[src/rtl/burst_readout.sv]
// Streams every sample out of a burst-packed RAM, from word 0 up to the last word, one sample per beat.
// Latency: read_latency + 1 cycles from an address change to the first sample of that word.
// Backpressure: sample_valid/sample_last/sample_out hold until sample_ready; up to one sample per cycle within a word.
module burst_readout #(
    parameter int no_of_digits    = 8,
    parameter int radix_bits      = 3,
    parameter int burst_index     = 8,
    parameter int address_width   = 14,
    parameter int max_ram_address = 16384,
    parameter int read_latency    = 2
) (
    input  logic                                                    clk,
    input  logic                                                    reset,
    input  logic                                                    start,
    output logic [address_width-1:0]                                ram_addr,
    input  logic [(no_of_digits+1)*radix_bits*burst_index-1:0]      ram_q,
    output logic [(no_of_digits+1)*radix_bits-1:0]                  sample_out,
    output logic                                                    sample_valid,
    input  logic                                                    sample_ready,
    output logic                                                    sample_last,
    output logic                                                    busy,
    output logic                                                    done
);

    localparam int w  = (no_of_digits + 1) * radix_bits;
    localparam int kw = (burst_index > 1) ? $clog2(burst_index) : 1;

    localparam logic [kw-1:0]          k_last    = kw'(burst_index - 1);
    localparam logic [address_width:0] word_last = (address_width + 1)'(max_ram_address - 1);
    localparam logic [2:0]             lat_last  = 3'(read_latency - 1);

    typedef enum logic [2:0] {
        IDLE,
        FETCH,
        LOAD,
        EMIT,
        FINISH
    } state_t;

    state_t                           state;
    logic [burst_index-1:0][w-1:0]    buffer;
    logic [kw-1:0]                    k;
    // One bit wider than the address so a full 2^address_width sweep ends cleanly.
    logic [address_width:0]           word;
    logic [2:0]                       lat_cnt;
    logic                             word_end;
    logic [kw-1:0]                    k_next;

    assign word_end = (word == word_last);
    assign k_next   = k + kw'(1);

    always_ff @(posedge clk or posedge reset) begin
        if (reset) begin
            state        <= IDLE;
            buffer       <= '0;
            k            <= '0;
            word         <= '0;
            lat_cnt      <= '0;
            ram_addr     <= '0;
            sample_out   <= '0;
            sample_valid <= 1'b0;
            sample_last  <= 1'b0;
            busy         <= 1'b0;
            done         <= 1'b0;
        end else begin
            case (state)
                IDLE: begin
                    if (start) begin
                        state    <= FETCH;
                        ram_addr <= '0;
                        word     <= '0;
                        lat_cnt  <= '0;
                        busy     <= 1'b1;
                    end
                end
                FETCH: begin
                    if (lat_cnt == lat_last) begin
                        state   <= LOAD;
                        lat_cnt <= '0;
                    end else begin
                        lat_cnt <= lat_cnt + 3'd1;
                    end
                end
                LOAD: begin
                    buffer       <= ram_q;
                    k            <= '0;
                    sample_out   <= ram_q[w-1:0];
                    sample_valid <= 1'b1;
                    sample_last  <= (k_last == '0) && word_end;
                    state        <= EMIT;
                end
                EMIT: begin
                    if (sample_valid && sample_ready) begin
                        if (k != k_last) begin
                            k           <= k_next;
                            sample_out  <= buffer[k_next];
                            sample_last <= (k_next == k_last) && word_end;
                        end else begin
                            sample_valid <= 1'b0;
                            sample_last  <= 1'b0;
                            if (word_end) begin
                                state <= FINISH;
                                done  <= 1'b1;
                            end else begin
                                ram_addr <= ram_addr + address_width'(1);
                                word     <= word + (address_width + 1)'(1);
                                state    <= FETCH;
                            end
                        end
                    end
                end
                FINISH: begin
                    // start is deliberately not looked at here; a new readout needs IDLE first.
                    done  <= 1'b0;
                    busy  <= 1'b0;
                    state <= IDLE;
                end
                default: state <= IDLE;
            endcase
        end
    end

endmodule

[config.mk]
export PLATFORM = sky130hd
export DESIGN_NAME = burst_readout
export DESIGN_NICKNAME = d
export VERILOG_FILES = /design/src/rtl/burst_readout.sv
export SDC_FILE = /design/constraint.sdc
export NUM_CORES = 1
export LEC_CHECK = 0
export CORE_MARGIN = 2
export CORE_UTILIZATION = 47
export DETAILED_ROUTE_END_ITERATION = 8
export PLACE_DENSITY = 0.83
export SYNTH_ARGS = -nofsm -noshare
export SYNTH_HDL_FRONTEND = slang
export SYNTH_SLANG_ARGS = --single-unit
[constraint.sdc]
create_clock -name clk -period 9 [get_ports clk]
set_clock_uncertainty 0.05 [all_clocks]
set_input_delay 1.8 -clock clk [delete_from_list [all_inputs] [get_ports clk]]
set_output_delay 1.8 -clock clk [all_outputs]
set_load 0.02 [all_outputs]
## Yosys cells after proc, flatten, opt, wreduce, memory -nomap -nowiden

Index checks and enable logic that the tools add are counted.

| word-level totals | value |
|---|---|
| register bits after elaboration | 285 |
| bits of input ports | 220 |
| output and inout port bits | 45 |
| word-level logic and storage cells | 93 |

| cells by class | value |
|---|---|
| add/subtract/negate cells | 4 |
| $lt $le $gt $ge | 1 |
| equal/unequal tests | 15 |
| multiplexer cells | 39 |
| reductions and logical operators | 16 |

Operator list:

| cell | number |
|---|---|
| binary-select mux 27 bit (select 3 bit) | 1 |
| two-way mux 27 bit | 3 |
| two-way mux 15 bit | 4 |
| two-way mux 14 bit | 4 |
| case mux 27 bit (2 select lines) | 1 |
| case mux 15 bit (2 select lines) | 1 |
| case mux 14 bit (2 select lines) | 1 |
| two-way mux 3 bit | 9 |
| adder 15 x 1 -> 15 bit (second input constant) | 1 |
| equality test 15 x 14 -> 1 bit (second input constant) | 1 |
| adder 14 x 1 -> 14 bit (second input constant) | 1 |
| inequality test 2 bit (second input constant) | 7 |
| case mux 3 bit (2 select lines) | 2 |
| case mux 3 bit (4 select lines) | 1 |
| nonzero test 2 bit | 5 |
| two-way mux 1 bit | 8 |
| case mux 1 bit (2 select lines) | 4 |
| AND reduction 4 bit | 2 |
| adder 3 x 1 -> 3 bit (second input constant) | 2 |
| equality test 3 x 1 -> 1 bit (second input constant) | 2 |
| equality test 3 x 2 -> 1 bit (second input constant) | 2 |
| equality test 3 bit (second input constant) | 2 |
| AND reduction 2 bit | 3 |
| AND reduction 3 bit | 2 |
| 5 further kinds | 6 |

## Logic depth before layout (Yosys ltp)

Gate-level depths: netlist (run 1).

| logic depth | value |
|---|---|
| word-level depth | 6 |
| gate-level depth with buffers | 10 |
| mapped depth without buffers | 7 |

## Least setup slack after synthesis (run 1)

Ideal clock, no wire load.

| timing path | value |
|---|---|
| path type | input port to flip-flop |
| from | in start |
| to | reg ram_addr[6] |
| library setup time | 0.126 ns |
| data arrival time | 2.966 ns |
| required time | 8.824 ns |
| slack | 5.858 ns |
| stages | 5 |
| path buffers | 1 |
| path through | or4b_4 o21ai_4 o31ai_2 buf_2 a221o_1 |

| on the way | value |
|---|---|
| word-level cells in the longest chain between the ends | 2 |

Ends and longest elaborated chain:

| element | RTL line | text |
|---|---|---|
| start: declaration | 14 | `input logic start,` |
| inequality test 2 bit (no line) | -- |  |
| AND reduction 5 bit (no line) | -- |  |
| end signal: assignment | 105 | `ram_addr <= ram_addr + address_width'(1);` |
| end: declaration | 15 | `output logic [address_width-1:0] ram_addr,` |

Every way passes these cells.
A chain may end at the register's enable or synchronous reset.

## Worst setup path after layout (run 1)

| timing path | value |
|---|---|
| from | in sample_ready |
| to | reg ram_addr[4] |

| on the way | value |
|---|---|
| word-level cells in the longest chain between the ends | 3 |

Ends and longest elaborated chain:

| element | RTL line | text |
|---|---|---|
| start: declaration | 19 | `input logic sample_ready,` |
| logical AND 1 bit | 93 | `if (sample_valid && sample_ready) begin` |
| inequality test 2 bit (no line) | -- |  |
| AND reduction 5 bit (no line) | -- |  |

Every way passes these cells.

==> results of run 1 <==
worst register-to-register path, stage by stage (launching register included):
cell and delay [ns]:
dfrtp_1 0.39, inv_2 0.42, ha_4 0.36, buf_4 0.81, mux4_2 0.70, nand2_1 0.17, nand3_1 0.10, o21ai_0 0.10
o21ai_0 0.09
registers in the layout (all words and copies together) (netlist names):
register      count
sample_valid      1
word             15
ram_addr         14
lat_cnt           3
done              1
k                 3
sample_last       1
busy              1
sample_out       27
state             3
buffer          216
synthesized netlist by cell type (all sizes together):
cell     count  area [um^2]
a211oi       7         57.6
a21boi       1         7.51
a21o         4         30.0
a21oi       22          110
a221o        1         10.0
a22o         3         26.3
a31oi        8         50.1
a41oi        2         17.5
and2         1         6.26
and3         3         18.8
buf         34          173
clkbuf      52          195
dfrtp      285         7130
ha           5         62.6
inv         16         60.1
mux2i        3         30.0
mux4        54         1220
nand2      757         2840
nand2b       1         6.26
nand3       42          210
nand3b       1         20.0
nand4        4         31.3
nor2        21         78.8
nor3        12         70.1
nor3b        2         15.0
nor4         2         12.5
o2111ai      1         8.76
o21a         1         7.51
o21ai       87          447
o21bai       1         7.51
o22a         1         8.76
o22ai        2         12.5
o31ai        3         27.5
or2          2         12.5
or3          6         37.5
or4b         1         13.8
xnor2        1         8.76
where the power goes:
group	switching [mW]	internal (mW)
Sequential	0.341	1.84
Combinational	1.18	0.997
Clock	0.518	0.732
final timing paths:
check | to | slack (ns) | depth (start not counted)
min | buffer[91]$_DFFE_PP0N_ | 0.42 | 2
max reg2reg | sample_out[14]$_DFFE_PP0P_ | 5.65 | 8
min reg2reg | buffer[91]$_DFFE_PP0N_ | 0.42 | 2
max in group asynchronous | buffer[36]$_DFFE_PP0N_ | 6.11 | 3
min in group asynchronous | buffer[51]$_DFFE_PP0N_ | 1.50 | 2
max | ram_addr[4]$_DFFE_PP0P_ | 5.36 | 7
layer usage:
layer	GRT usage	part of all wire
met1	0.353	0.41
met2	0.421	0.47
met3	0.0449	0.077
met4	0.126	0.050
met5	0	0
kinds of logic (layout without fill, tap and decap cells):
logic type | Yosys count | in the layout | synth area share
AO/OA/AOI/OAI | 144 | 144 | 0.0633
adder cells (fa/ha/maj) | 5 | 5 | 0.00478
other | 0 | 3 | 0
AND/OR/NAND/NOR | 855 | 855 | 0.258
multiplexers | 57 | 57 | 0.0953
flip-flops | 285 | 285 | 0.545
buffers and inverters | 102 | 348 | 0.0327
XOR/XNOR | 1 | 1 | 0.000670
per-stage QoR:
stage | instances | hold WS, ns | cell area (um^2) | util | setup slack (ns)
2_1_floorplan | 1449 | 0.390 | 13100 | - | 3.37
3_3_place_gp | 2017 | 0.402 | 16000 | 0.579 | 4.97
3_5_place_dp | 2017 | 0.407 | 16000 | 0.579 | 4.86
4_1_cts | 2073 | 0.422 | 17000 | 0.615 | 5.43
5_1_grt | 2076 | 0.440 | 17000 | 0.616 | 5.24
6_report | 2076 | 0.420 | 17000 | 0.616 | 5.36
layout make-up:
class | instances | share of cell area
repair buffers | 276 | 0.161
inverters | 16 | 0.00375
clock inverters | 11 | 0.00522
clock buffers | 45 | 0.0540
flip-flops and latches | 285 | 0.419
diodes | 3 | 0.000441
well taps | 378 | 0.0278
multi-input cells | 1062 | 0.328
==> flow_summary_export.csv, run 1 <==
group,metric,value,unit
worst_setup_path,cp_top_family,"buffers and inverters",
global_route,globalRoute.totalOverflow,0,
sta,hold_viol,0,
worst_setup_path,worstPathRequired,9.43,ns
finish,final_common_cell,"nand2_1",
clock_tree,cts_tree,"built",
route,ant_nets,0,
run,cap_violations,0,
finish,fill_cells,2284,
sta,rsz0062_at_grt,"no",
floorplan,die_h,171,um
clock_tree,clk-insertion-delay-late,0.56,ns
yosys,synth.distinct_cells,47,
worst_setup_path,critPathMaxFanout,17,
sta,setup_violations,0,
clock_tree,clk_pin_slew,0.06,ns
yosys,synth_nets,1674,
floorplan,core,27600,um^2
power_and_ir_drop,p_total,5.61,mW
clock_tree,cts_setup_buffers,0,
sta,worst_slew_pin_slew,1.06,ns
sta,tns,0,ns
yosys,syn_area_per_cell,9.03,um^2
route,vias,11300,
worst_setup_path,end_kind,"register",
global_route,grt_pass1_vias,11200,
global_route,track_usage,0.263,
route,first_iter_violations,1042,
sta,finalMaxSlewViolations,0,
yosys,seq_area_frac_synth,0.545,
finish,multiInputGateArea,5580,um^2
worst_setup_path,critPathMaxStageDelay,0.57,ns
route,drtPass1Iterations,5,
global_route,grt_max_degree,195,
clock_tree,numCtsBuffers,30,
route,vias_per_cell,5.44,
sta,max_freq,275,MHz
status,status,"finished clean",
floorplan,die_x,171,um
sta,timing.final.crit_period,3.64,ns
clock_tree,cts_resized,0,
placement,gp_congestion,0.849,
clock_tree,clock_sinks,285,
route,drcViolationCount,0,
clock_tree,cts-root-buf,"clkbuf_16",
power_and_ir_drop,p_per_area,330,nW/um^2
worst_setup_path,critical_path.cell_chain,"clkdlybuf4s50_1 -> nand3_1 -> or2_0 -> a21oi_1 -> buf_4 -> a41oi_1 -> a31oi_1",
global_route,grt_antenna_before_repair,3,
sta,max-slew-margin-rel,0.291,
route,totalWireLength,38.0,mm
placement,portBuffers,264,
worst_setup_path,crit_path_top_delay_cell,"clkdlybuf4s50_1",
sta,finalCritPeriodShare,0.404,
finish,regArea,7130,um^2
global_route,grt_pass1_wl,59.6,mm
placement,dp_hpwl,25.8,mm
floorplan,start_util,0.473,
yosys,ys_seq_elements,285,
worst_setup_path,r2r-start,"k[0]$_DFFE_PP0P_",
yosys,yosys_warnings,0,
power_and_ir_drop,leakage,7.66,nW
floorplan,die_area,29200,um^2
clock_tree,cts_max_path_buffers,3,
route,wl_per_cell,18.3,um
worst_setup_path,worst-setup-path-type,"input pin to register",
worst_hold_path,hold_path_class,"register to register",
finish,final_nets,1896,
worst_setup_path,startpoint_type,"input pin",
finish,drive_gt1_frac,0.0791,
worst_setup_path,startpoint,"sample_ready",
floorplan,ios,265,
worst_setup_path,critPathBufInv,2,
floorplan,rows,61,
worst_hold_path,min_from,"buffer[91]$_DFFE_PP0N_",
clock_tree,htreeDepth,1,
yosys,synthCells,1449,
finish,syn_to_final_growth,30.0,%
finish,most-common-layout-cells,"757 x nand2_1, 285 x dfrtp_1, 264 x clkdlybuf4s50_1",
worst_setup_path,arrival,4.06,ns
yosys,synth_area,13100,um^2
clock_tree,hold_buffers,0,
power_and_ir_drop,peakVddDrop,0.000187,V
Note: power is estimated with default switching activity, not from simulation.
==> run 2, diff against run 1 <==
clock period = 3.18 ns   (was 9 ns; I/O delays follow)
==> run 2 against run 1 <==
Die area stayed put. Critical path depth down 1. Combinational power increased to 2.9 times the previous value. First-iteration DRC count decreased by 7.8%. Sequential cell count did not move. Worst setup slack worse by 4.8 ns. Via count up 0.53%. Global-route usage about the same. Final cell count is 0.92% higher. Critical endpoint is now ram_addr[6]$_DFFE_PP0P_. Largest cell class unchanged. Largest power group is now combinational cells. Highest routed layer is now met5.
==> flow_summary_export.csv, run 2 (synthesis gave the netlist of run 1 again) <==
group,metric,value,unit
global_route,grt_max_degree,216,
power_and_ir_drop,p_per_area,964,nW/um^2
floorplan,die_area,29200,um^2
finish,final_common_cell,"nand2_1",
global_route,grt_pass1_wl,59.5,mm
sta,tns,0,ns
floorplan,core,27600,um^2
route,drcViolationCount,0,
finish,drive_gt1_frac,0.0871,
worst_setup_path,worstPathRequired,3.52,ns
worst_setup_path,worst-setup-path-type,"register to register",
sta,max-slew-margin-rel,0.313,
worst_setup_path,r2r_slack,0.54,ns
floorplan,start_util,0.473,
floorplan,die_x,171,um
finish,largest_registers,"buffer (216), sample_out (27), word (15)",
sta,finalCritPeriodShare,0.832,
global_route,grt_pass1_vias,11400,
clock_tree,cts_tree,"built",
route,ant_nets,0,
power_and_ir_drop,peakVddDrop,0.000566,V
placement,portBuffers,264,
clock_tree,clk_pin_slew,0.06,ns
finish,syn_to_final_growth,33.4,%
route,vias_per_cell,5.42,
power_and_ir_drop,leakage,7.87,nW
run,cap_violations,0,
finish,final_cells,2095,
worst_setup_path,startpoint,"word[0]$_DFFE_PP0P_",
worst_setup_path,startpoint_type,"register",
sta,timing.final.crit_period,2.64,ns
worst_setup_path,crit_path_top_delay_cell,"o21ai_1",
route,vias,11400,
global_route,globalRoute.totalOverflow,0,
worst_setup_path,critPathMaxFanout,11,
clock_tree,cts-root-buf,"clkbuf_16",
worst_hold_path,hold_path_class,"input pin to async pin",
finish,final_nets,1911,
route,first_iter_violations,961,
sta,finalMaxSlewViolations,0,
worst_setup_path,arrival,2.98,ns
sta,rsz0062_at_grt,"no",
finish,most-common-layout-cells,"757 x nand2_1, 285 x dfrtp_1, 264 x clkdlybuf4s50_1",
clock_tree,htreeDepth,2,
worst_setup_path,critPathMaxStageDelay,0.72,ns
worst_setup_path,critical_path.cell_chain,"ha_1 -> nand3_1 -> or3_1 -> o21ai_1 -> nor2_1 -> a221o_1",
finish,regMostFlops,"buffer",
worst_setup_path,regToRegEndpoint,"ram_addr[6]$_DFFE_PP0P_",
placement,gp_congestion,0.845,
global_route,grt_antenna_before_repair,8,
sta,hold_viol,0,
sta,setup_violations,0,
status,status,"finished clean",
route,totalWireLength,38.3,mm
placement,place_inst,2027,
floorplan,rows,61,
placement,dp_hpwl,26.7,mm
worst_setup_path,r2r-start,"word[0]$_DFFE_PP0P_",
sta,max_freq,378,MHz
sta,worst_slack,0.535,ns
worst_setup_path,worstRegToRegCells,6,
clock_tree,clk-insertion-delay-late,0.51,ns
power_and_ir_drop,p_total,16.8,mW
floorplan,die_h,171,um
floorplan,ios,265,
clock_tree,numCtsBuffers,34,
placement,place_ws,0.262,ns
worst_setup_path,end_kind,"register",
clock_tree,cts_setup_buffers,0,
sta,worst_slew_pin_slew,1.03,ns
finish,utilization,0.632,
finish,largest_register_ffs,216,
clock_tree,clock_sinks,285,
route,wl_per_cell,18.3,um
clock_tree,cts_resized,0,
clock_tree,cts_max_path_buffers,3,
clock_tree,hold_buffers,0,
route,drtPass1Iterations,5,
global_route,track_usage,0.264,
-- run 2: cell type report --
cell class	instances	area (um^2)
diodes	7	17.5
clock buffers	51	1070
clock inverters	9	195
fillers	2208	10200
inverters	16	63.8
multi-input cells	1062	5580
flip-flops and latches	285	7130
well taps	378	473
repair buffers	287	2920
-- run 2: worst max-delay path, delay by kind of cell (launching register included) --
family          cells  cell delay, ns
flops               1            0.40
fa+ha+maj           1            0.25
compound gates      2            1.00
simple gates        3            0.82
-- run 2: power by group --
part	internal (mW)	switching [mW]	total, mW
Sequential	5.20	0.978	6.18
Clock	2.80	1.51	4.31
Combinational	2.93	3.40	6.33
Total	10.9	5.89	16.8
-- run 2: stage by stage --
step           hold WS (ns)  instance area (um^2)
6_report              0.343                 17400
2_1_floorplan         0.390                 13100
3_3_place_gp          0.402                 16200
4_1_cts               0.336                 17400
5_1_grt               0.350                 17400
3_5_place_dp          0.407                 16200
-- run 2: metal layers --
layer	track usage	vias up	wire, um	part of all wire
met5	0	-	29	0.00076
met4	0.123	4	1660	0.043
met3	0.0474	101	2930	0.077
met2	0.425	510	18400	0.48
met1	0.349	5512	15300	0.40
li1	-	5224	-	-
-- run 2: how the worst max path moves through the flow --
| stage | to | slack (ns) | depth (start not counted) |
|---|---|---|---|
| after floorplan | buffer[0]$_DFFE_PP0N_ | -1.28 | 1 |
| after global placement | word[10]$_DFFE_PP0P_ | 0.38 | 6 |
| after detailed placement | word[10]$_DFFE_PP0P_ | 0.26 | 6 |
| after CTS | word[11]$_DFFE_PP0P_ | 0.23 | 6 |
| after global routing | ram_addr[6]$_DFFE_PP0P_ | 0.40 | 6 |
| final | ram_addr[6]$_DFFE_PP0P_ | 0.54 | 6 |
==> run 3, diff against run 2 <==
CORE_UTILIZATION = 52   (was 47)
PLACE_DENSITY = 0.87   (was 0.83)
clock period = 2.6 ns   (was 3.18 ns; I/O delays follow)
==> run 3 against run 2 <==
Die area decreased by 9.4%. Worst setup slack worse by 0.43 ns. Sequential share of layout area grew 0.62 points. Power rose by 16%. Maximum frequency is 6.1% higher. Hold slack better by 0.080 ns. Combinational power grew 21%. Global-route usage is 3.2 points higher. Sequential cell count unchanged.
==> flow_summary_export.csv, run 3 (synthesis gave the netlist of run 1 again) <==
group,metric,value,unit
finish,fill_cells,1850,
finish,most-common-layout-cells,"757 x nand2_1, 285 x dfrtp_1, 264 x clkdlybuf4s50_1",
sta,finalCritPeriodShare,0.959,
worst_setup_path,worstRegToRegCells,9,
finish,regMostFlops,"buffer",
global_route,top_usage_layer,"met2",
clock_tree,cts_tree,"built",
worst_hold_path,hold_path_class,"register to register",
clock_tree,clock_sinks,285,
clock_tree,cts_max_path_buffers,3,
sta,setup_violations,0,
global_route,grt_max_degree,118,
worst_setup_path,critPathMaxStageDelay,0.42,ns
finish,final_nets,1918,
sta,hold_viol,0,
route,vias,11300,
route,first_iter_violations,1107,
floorplan,rows,58,
clock_tree,cts_resized,0,
placement,gp_congestion,0.905,
placement,postPlaceCellArea,16200,um^2
worst_setup_path,startpoint_type,"register",
finish,syn_to_final_growth,31.4,%
clock_tree,cts_setup_buffers,0,
worst_setup_path,worst-setup-path-type,"register to register",
floorplan,die_area,26400,um^2
worst_setup_path,end_kind,"register",
floorplan,core,25000,um^2
clock_tree,numCtsBuffers,29,
placement,place_inst,1992,
placement,place_ws,0.0973,ns
power_and_ir_drop,p_sw_frac,0.360,
finish,final_area,17200,um^2
finish,multiInputGateArea,5580,um^2
power_and_ir_drop,peakVddDrop,0.000570,V
status,status,"finished clean",
worst_setup_path,critPathMaxFanout,10,
global_route,met3_usage,0.0509,
global_route,globalRouteMet1Util,0.412,
worst_setup_path,critical_path.cell_chain,"ha_1 -> ha_2 -> buf_4 -> buf_4 -> mux4_2 -> nand2_1 -> nand3_1 -> o21ai_0 -> o21ai_0",
power_and_ir_drop,p_clk_frac,0.218,
sta,max_freq,401,MHz
power_and_ir_drop,p_int,12.5,mW
global_route,grt_pass1_vias,11400,
worst_setup_path,crit_path_top_delay_cell,"dfrtp_1",
global_route,grt_antenna_before_repair,0,
sta,worst_slew_pin_slew,1.01,ns
placement,dp_hpwl,27.1,mm
sta,worst_slack,0.107,ns
power_and_ir_drop,p_per_area,1140,nW/um^2
sta,timing.final.crit_period,2.49,ns
floorplan,die_h,163,um
power_and_ir_drop,switchingPower,7.03,mW
route,drcViolationCount,0,
finish,diodes,0,
floorplan,start_util,0.524,
sta,max-slew-margin-rel,0.322,
floorplan,ios,265,
route,vias_per_cell,5.54,
worst_setup_path,arrival,2.82,ns
finish,largest_register_ffs,216,
power_and_ir_drop,leakage,7.79,nW
clock_tree,htreeDepth,1,
clock_tree,cts-root-buf,"clkbuf_16",
sta,rsz0062_at_grt,"no",
global_route,track_usage,0.295,
finish,final_common_cell,"nand2_1",
finish,drive_gt1_frac,0.0881,
global_route,grt_use_met2,0.458,
sta,finalMaxSlewViolations,0,
route,ant_nets,0,
clock_tree,clk_pin_slew,0.06,ns
power_and_ir_drop,p_total,19.5,mW
power_and_ir_drop,pwr-share-comb,0.393,
route,wl_per_cell,18.6,um
route,totalWireLength,38.1,mm
clock_tree,hold_buffers,0,
power_and_ir_drop,p_seq_frac,0.389,
worst_setup_path,worstPathRequired,2.93,ns
worst_hold_path,holdPathStages,2,
placement,portBuffers,264,
floorplan,die_x,163,um
route,drtPass1Iterations,5,
clock_tree,clk-insertion-delay-late,0.55,ns
finish,final_cells,2044,
finish,largest_registers,"buffer (216), sample_out (27), word (15)",
finish,regArea,7130,um^2
global_route,grt_pass1_wl,60.4,mm
global_route,globalRoute.totalOverflow,0,
run,cap_violations,0,
run 3: cell types whose count changed in the layout (fill, tap and decap cells not counted), sizes merged:
cell      change
diode         -7
buf          +12
clkbuf        -8
clkinv        +2
clkinvlp      +1
bufinv        -3
run 3: path summary, 6_finish.rpt:
| kind | from | endpoint | slack (ns) |
|---|---|---|---|
| worst max-delay path | k[0]$_DFFE_PP0P_ | sample_out[24]$_DFFE_PP0P_ | 0.11 |
| worst min-delay path | buffer[150]$_DFFE_PP0N_ | buffer[150]$_DFFE_PP0N_ | 0.42 |
| worst max register to register | k[0]$_DFFE_PP0P_ | sample_out[24]$_DFFE_PP0P_ | 0.11 |
| worst min register to register | buffer[150]$_DFFE_PP0N_ | buffer[150]$_DFFE_PP0N_ | 0.42 |
| max in group asynchronous | reset | buffer[174]$_DFFE_PP0N_ | 1.49 |
| min in group asynchronous | reset | word[1]$_DFFE_PP0P_ | 0.46 |
run 3: per-layer routing:
| layer | vias to the layer above | routed length, um |
|---|---|---|
| met4 | 0 | 1970 |
| met3 | 116 | 3170 |
| met1 | 5438 | 15400 |
| li1 | 5222 | - |
| met2 | 556 | 17500 |
| met5 | - | 0 |
run 3: area by class of cell:
type,count,area share
flip-flops and latches,285,0.415
multi-input cells,1062,0.325
repair buffers,299,0.176
clock buffers,43,0.0494
well taps,330,0.0240
clock inverters,9,0.00713
inverters,16,0.00371
run 3: metrics by stage:
step                      hold slack (ns)  setup TNS, ns   util
after floorplan                     0.390        -497.97      -
after global placement              0.402              0  0.649
after CTS                           0.422              0  0.688
after global routing                0.437              0  0.689
after detailed placement            0.407              0  0.649
final                               0.423              0  0.689
run 3: power groups by stage:
stage                     Sequential, mW  Combinational (mW)  Clock (mW)
after global routing                7.81                8.48        4.48
after CTS                           7.57                7.70        4.29
after floorplan                     7.45                4.83           0
after global placement              7.49                7.44           0
after detailed placement            7.61                7.63           0
final                               7.60                7.69        4.26
run 3: worst max-delay path: cells and delay by family (launching register included):
| family | cells | cell delay (ns) |
|---|---|---|
| AND/OR/NAND/NOR | 2 | 0.22 |
| adder cells (fa/ha/maj) | 2 | 0.63 |
| multiplexers | 1 | 0.33 |
| flip-flops | 1 | 0.42 |
| AO/OA/AOI/OAI | 2 | 0.22 |
| buffers and inverters | 2 | 0.44 |
